$ cat config.mk
export PLATFORM = sky130hd
export DESIGN_NAME = uart_word_tx
export DESIGN_NICKNAME = d
export VERILOG_FILES = /design/src/rtl/uart_word_tx.sv
export SDC_FILE = /design/constraint.sdc
export NUM_CORES = 1
export LEC_CHECK = 0
export BUFFER_PORTS_ARGS = -buffer_cell sky130_fd_sc_hd__buf_2
export CAP_MARGIN = 20
export CORE_MARGIN = 2
export CORE_UTILIZATION = 55
export DETAILED_ROUTE_END_ITERATION = 8
export HOLD_SLACK_MARGIN = 0.1
export PLACE_DENSITY = 0.76
export SETUP_SLACK_MARGIN = 0.05
export SLEW_MARGIN = 20
export SYNTH_ARGS = -nofsm -noshare
export SYNTH_HDL_FRONTEND = slang
export SYNTH_SLANG_ARGS = --single-unit
$ cat constraint.sdc
create_clock -name clk -period 2.45 [get_ports clk]
set_clock_uncertainty 0.1 [all_clocks]
set_input_delay 0.1225 -clock clk [delete_from_list [all_inputs] [get_ports clk]]
set_output_delay 0.1225 -clock clk [all_outputs]
set_load 0.03 [all_outputs]
$ cat src/rtl/uart_word_tx.sv
// uart_word_tx: serialises one WORD_BYTES-byte word as back-to-back UART frames
//   (start, DATA_BITS LSB-first, optional parity, STOP_BITS stop).
// Latency: start bit is driven on txd one clock after tx_start is seen in idle.
// Backpressure: tx_start is ignored while busy. If tx_start is high on the
//   completion edge, the next word starts at that edge with no idle gap.
// Ports:
//   clk, rst        - clock; asynchronous active-high reset
//   tx_start        - request; honoured when idle or on the completion edge
//   tx_data         - word to send, latched on the accept edge
//   tx_busy         - high from the accept edge until the word completes
//   tx_done         - one-cycle pulse when the last stop bit ends
//   txd             - registered serial line, idle high
module uart_word_tx #(
  parameter int CLK_DIV        = 434,
  parameter int DATA_BITS      = 8,
  parameter int WORD_BYTES     = 4,
  parameter int PARITY         = 0,
  parameter int STOP_BITS      = 2,
  parameter int MSB_BYTE_FIRST = 0
) (
  input  logic                            clk,
  input  logic                            rst,
  input  logic                            tx_start,
  input  logic [WORD_BYTES*DATA_BITS-1:0] tx_data,
  output logic                            tx_busy,
  output logic                            tx_done,
  output logic                            txd
);

  localparam int WORD_W = WORD_BYTES * DATA_BITS;
  localparam int DIV_W  = (CLK_DIV > 1) ? $clog2(CLK_DIV) : 1;
  localparam int BYTE_W = $clog2(WORD_BYTES) + 1;

  localparam logic [DIV_W-1:0]  DIV_LOAD  = DIV_W'(CLK_DIV - 1);
  localparam logic [2:0]        LAST_DATA = 3'(DATA_BITS - 1);
  localparam logic [2:0]        LAST_STOP = 3'(STOP_BITS - 1);
  localparam logic [BYTE_W-1:0] LAST_BYTE = BYTE_W'(WORD_BYTES - 1);

  typedef enum logic [2:0] {IDLE, START, DATA, PAR, STOP} state_t;

  state_t                 state;
  logic [DIV_W-1:0]       div_cnt;
  logic [2:0]             bit_cnt;
  logic [BYTE_W-1:0]      byte_cnt;
  logic [WORD_W-1:0]      word_q;
  logic [DATA_BITS-1:0]   shreg;

  logic [BYTE_W-1:0]      byte_idx;
  logic [DATA_BITS-1:0]   cur_byte;
  logic                   par_bit;

  // byte_cnt always counts up; the physical byte index is mirrored for
  // MSB-first ordering.
  always_comb begin
    byte_idx = (MSB_BYTE_FIRST != 0) ? (LAST_BYTE - byte_cnt) : byte_cnt;
    cur_byte = '0;
    for (int b = 0; b < WORD_BYTES; b++) begin
      if (byte_idx == BYTE_W'(b)) begin
        cur_byte = word_q[b*DATA_BITS +: DATA_BITS];
      end
    end
    // Even parity is the plain XOR; odd parity inverts it.
    par_bit = (^cur_byte) ^ (PARITY == 1);
  end

  always_ff @(posedge clk or posedge rst) begin
    if (rst) begin
      state    <= IDLE;
      div_cnt  <= '0;
      bit_cnt  <= '0;
      byte_cnt <= '0;
      word_q   <= '0;
      shreg    <= '0;
      txd      <= 1'b1;
      tx_busy  <= 1'b0;
      tx_done  <= 1'b0;
    end else begin
      tx_done <= 1'b0;
      if (state == IDLE) begin
        txd <= 1'b1;
        if (tx_start) begin
          word_q   <= tx_data;
          byte_cnt <= '0;
          bit_cnt  <= '0;
          div_cnt  <= DIV_LOAD;
          txd      <= 1'b0;
          tx_busy  <= 1'b1;
          state    <= START;
        end
      end else if (div_cnt != '0) begin
        div_cnt <= div_cnt - 1'b1;
      end else begin
        // Bit boundary: reload the divider and move to the next bit.
        div_cnt <= DIV_LOAD;
        case (state)
          START: begin
            txd     <= cur_byte[0];
            shreg   <= cur_byte >> 1;
            bit_cnt <= '0;
            state   <= DATA;
          end
          DATA: begin
            if (bit_cnt == LAST_DATA) begin
              bit_cnt <= '0;
              if (PARITY != 0) begin
                txd   <= par_bit;
                state <= PAR;
              end else begin
                txd   <= 1'b1;
                state <= STOP;
              end
            end else begin
              txd     <= shreg[0];
              shreg   <= shreg >> 1;
              bit_cnt <= bit_cnt + 3'd1;
            end
          end
          PAR: begin
            txd     <= 1'b1;
            bit_cnt <= '0;
            state   <= STOP;
          end
          STOP: begin
            if (bit_cnt != LAST_STOP) begin
              bit_cnt <= bit_cnt + 3'd1;
            end else if (byte_cnt != LAST_BYTE) begin
              byte_cnt <= byte_cnt + 1'b1;
              txd      <= 1'b0;
              state    <= START;
            end else begin
              tx_done <= 1'b1;
              if (tx_start) begin
                // Chain straight into the next word: start bit follows
                // the last stop bit with no idle cycle.
                word_q   <= tx_data;
                byte_cnt <= '0;
                bit_cnt  <= '0;
                txd      <= 1'b0;
                state    <= START;
              end else begin
                txd     <= 1'b1;
                tx_busy <= 1'b0;
                state   <= IDLE;
              end
            end
          end
          default: begin
            txd     <= 1'b1;
            tx_busy <= 1'b0;
            state   <= IDLE;
          end
        endcase
      end
    end
  end

endmodule

==> impl_metrics.csv <==
group,metric,value,unit
timing,finalWorstSetupSlack,0.2686,ns
layout,drive_above_1_share,0.2645,
global_routing,grt_antenna_before_repair,0,
routing,drt_first_pass_iters,4,
cts,worst_setup_hold_path_clk_slew,0.07,ns
worst_setup_path,worst-path-max-fanout,33,
synthesis,syn-cell-area,0.003219,mm^2
worst_setup_path,required,2.58,ns
floorplanning,io_pins,38,
global_routing,global_route.usage.met3,0.05056,
timing,tightestPinTransition,0.6948,ns
worst_setup_path,worstSetupEndpointType,"register",
floorplanning,die_area,0.006481,mm^2
cts,tritoncts.num_buffers,9,
timing,timing.final.setup_violations,0,
min_path,hp-class,"input pin to async pin",
worst_setup_path,startpoint_type,"register",
timing,grt_setup_unrepaired,"no",
timing,min_period,2.181,ns
global_routing,global_route.usage.met2,0.4233,
synthesis,synth_async_sr_flop_share,1.000,
worst_setup_path,reg2reg_setup_slack,0.27,ns
cts,clk_path_buf_depth,2,
floorplanning,die-width,80.51,um
timing,layout_worst_path_cycle_share,0.8904,
layout,multiInputGateArea,0.001554,mm^2
timing,setup_total_negative_slack,0,ns
global_routing,grt_max_degree,34,
cts,cts_num_sinks,60,
synthesis,fraction_of_the_yosys_area_taken_by_sequential_cells,0.4668,
synthesis,postSynthRegisterBits,60,
routing,drc_errors,0,
place,pre_cts_ws,0.2738,ns
synthesis,count_of_flip_flops_with_a_built_in_enable_after_synthesis,0,
synthesis,syn_nets,354,
synthesis,dominantRegCellSynth,"sky130_fd_sc_hd__dfrtp_1",
power_and_ir_drop,power.static_leakage,1.841,nW
floorplanning,core-area,0.005574,mm^2
routing,drtAntennaViolNets,0,
timing,drv_slew,0,
routing,route.vias.total,2676,
cts,clock_tree.htree_level_count,3,
synthesis,syn_avg_cell_area,10.35,um^2
worst_setup_path,regToRegEndpoint,"word_q[22]",
layout,fill_cells,402,
place,post_detail_place_hpwl,4801,um
synthesis,synthesis_warnings,0,
routing,iteration_0_drc_count_of_the_detailed_router,202,
place,globalplace.congestion,0.8541,
floorplanning,fp-row-count,27,
global_routing,grt.busiest_layer,"met2",
cts,tritoncts,"yes",
global_routing,grt_pass1_vias,2627,
floorplanning,dieHeight,80.51,um
timing,slew_headroom,0.5358,
global_routing,grt_first_pass_wirelength,12430,um
worst_setup_path,r2r_cells,7,
worst_setup_path,crit_type,"register to register",
routing,wirelength,7459,um
worst_setup_path,r2r-start,"div_cnt[0]",
floorplanning,starting_utilization_of_the_core_area,0.5776,
layout,nets,435,
synthesis,synth_cell_type_count,54,
global_routing,globalRouteTotalUtil,0.2561,
synthesis,gate_count_after_technology_mapping,311,
cts,clock_insertion_delay_worst_skew,0.36,ns
place,place.port_buffers,37,
global_routing,grt.overflow.total,0,
timing,hold_violations,0,
worst_setup_path,worst_ep_arrival_time,2.31,ns
global_routing,global_route.usage.met1,0.3163,
timing,timing.fmax,0.4584,GHz
status,outcome,"finished, final reports clean",
layout,areaGrowthSynthToFinish,27.17,%
layout,area.sequential,0.001503,mm^2
power_and_ir_drop,vdd.ir_drop.worst,0.0005288,V
routing,vias_cell,5.706,
routing,drt-wirelength-per-cell,15.90,um
cts,cts.root.buffer_cell,"sky130_fd_sc_hd__clkbuf_8",
layout,antenna_cells_inserted,0,
power_and_ir_drop,pwr_density_cell,875.4,mW/mm^2
run,maxCapViolCount,0,
==> cell usage after synthesis, types with 3 or more instances <==
cell type	count	area, um^2
sky130_fd_sc_hd__mux2_1	8	90.09
sky130_fd_sc_hd__o21a_1	4	30.03
sky130_fd_sc_hd__o21ai_0	18	90.09
sky130_fd_sc_hd__or3_1	3	18.77
sky130_fd_sc_hd__ha_1	8	100.1
sky130_fd_sc_hd__o31ai_1	5	37.54
sky130_fd_sc_hd__a31oi_1	9	56.30
sky130_fd_sc_hd__clkbuf_1	14	52.55
sky130_fd_sc_hd__a221oi_1	6	52.55
sky130_fd_sc_hd__and2_1	7	43.79
sky130_fd_sc_hd__mux2_2	24	270.3
sky130_fd_sc_hd__buf_6	3	33.78
sky130_fd_sc_hd__nor4_1	3	18.77
sky130_fd_sc_hd__nor2_1	17	63.81
sky130_fd_sc_hd__inv_1	17	63.81
sky130_fd_sc_hd__xnor2_1	3	26.28
sky130_fd_sc_hd__nor2b_1	6	37.54
sky130_fd_sc_hd__dfrtp_1	59	1476
sky130_fd_sc_hd__nand3_1	3	15.01
sky130_fd_sc_hd__nor3_1	5	25.02
sky130_fd_sc_hd__o211ai_1	7	52.55
sky130_fd_sc_hd__nand2_1	29	108.9
sky130_fd_sc_hd__o22ai_1	3	18.77
sky130_fd_sc_hd__a21oi_1	12	60.06
==> through the flow <==
stage	cell area, um^2	utilization	hold WS (ns)	std cells	power [mW]
after floorplan	3219	-	0.1572	311	2.309
final	4094	0.7345	0.2568	469	3.584
after detailed placement	3548	0.6366	0.09432	419	2.610
after global routing	4094	0.7345	0.3263	469	3.807
after global placement	3548	0.6366	0.08906	419	2.558
after CTS	4091	0.7340	0.2710	469	3.583
==> power breakdown <==
part | total, mW | switching [mW] | internal [mW]
Combinational | 1.07 | 0.533 | 0.536
Clock | 0.932 | 0.410 | 0.522
Sequential | 1.58 | 0.277 | 1.31
Total | 3.58 | 1.22 | 2.36
==> layer usage <==
| layer | vias to the layer above | share of wire |
|---|---|---|
| li1 | 1289 | - |
| met1 | 1316 | 0.43 |
| met2 | 60 | 0.51 |
| met3 | 11 | 0.043 |
| met4 | 0 | 0.017 |
| met5 | - | 0 |
==> cells in the final DEF, fill, tap and decap left out, drive strengths merged, types with 2 or more instances in the layout <==
cell type	synthesis	layout
a21oi	12	12
a221oi	7	7
a31oi	9	9
and2	7	7
buf	5	56
clkbuf	15	12
clkinv	0	2
dfrtp	59	59
dlygate4sd3	0	34
ha	8	8
inv	17	17
mux2	32	32
mux2i	2	2
nand2	29	29
nand2b	2	2
nand3	3	3
nor2	17	17
nor2b	6	6
nor3	6	6
nor3b	2	2
nor4	4	4
nor4b	3	3
o2111ai	2	2
o211ai	7	7
o21a	4	4
o21ai	18	18
o22ai	3	3
o2bb2ai	2	2
o31ai	5	5
o41ai	2	2
or3	3	3
or4b	2	2
xnor2	3	3
==> registers in the layout, indices dropped and copies added (netlist names) <==
signal    cells
shreg         7
tx_busy       1
byte_cnt      3
state         3
txd           1
bit_cnt       3
div_cnt       9
word_q       32
tx_done       1
==> worst max-delay path, cell delays in order (launching register included) <==
cell                       delay, ns
sky130_fd_sc_hd__dfrtp_1        0.40
sky130_fd_sc_hd__inv_1          0.08
sky130_fd_sc_hd__ha_1           0.20
sky130_fd_sc_hd__nor4b_4        0.23
sky130_fd_sc_hd__nand3_1        0.15
sky130_fd_sc_hd__a221oi_4       0.28
sky130_fd_sc_hd__buf_12         0.25
sky130_fd_sc_hd__mux2_2         0.36
==> cell type report <==
cell class / instances / area share
Tap cell: 72 / 0.02200
Timing Repair Buffer: 90 / 0.1663
Clock buffer: 12 / 0.03790
Clock inverter: 4 / 0.01161
Multi-Input combinational cell: 214 / 0.3796
Inverter: 17 / 0.01559
Sequential cell: 60 / 0.3671
==> worst max-delay path by stage <==
stage,from,endpoint,cells past startpoint
after floorplan,div_cnt[0],word_q[19],7
after global placement,state[0],word_q[24],4
after detailed placement,div_cnt[0],word_q[3],7
after CTS,div_cnt[0],word_q[22],7
after global routing,byte_cnt[0],txd,6
final,div_cnt[0],word_q[22],7
==> cells by family after synthesis <==
family | share of synthesized area
AOI/OAI and AO/OA | 0.1675
adders and majority gates | 0.03109
muxes | 0.1182
and+or+nand+nor | 0.1570
xor gates and xnor gates | 0.008163
buffers and inverters | 0.05130
DFF | 0.4668
==> what timing repair did <==
item	4_1_cts	5_1_grt
resized for setup	0	1
hold endpoints to repair	58	0
setup buffers	0	0
endpoints found under the setup margin	0	1
hold buffers	34	0
(Power assumes the default switching activity.)
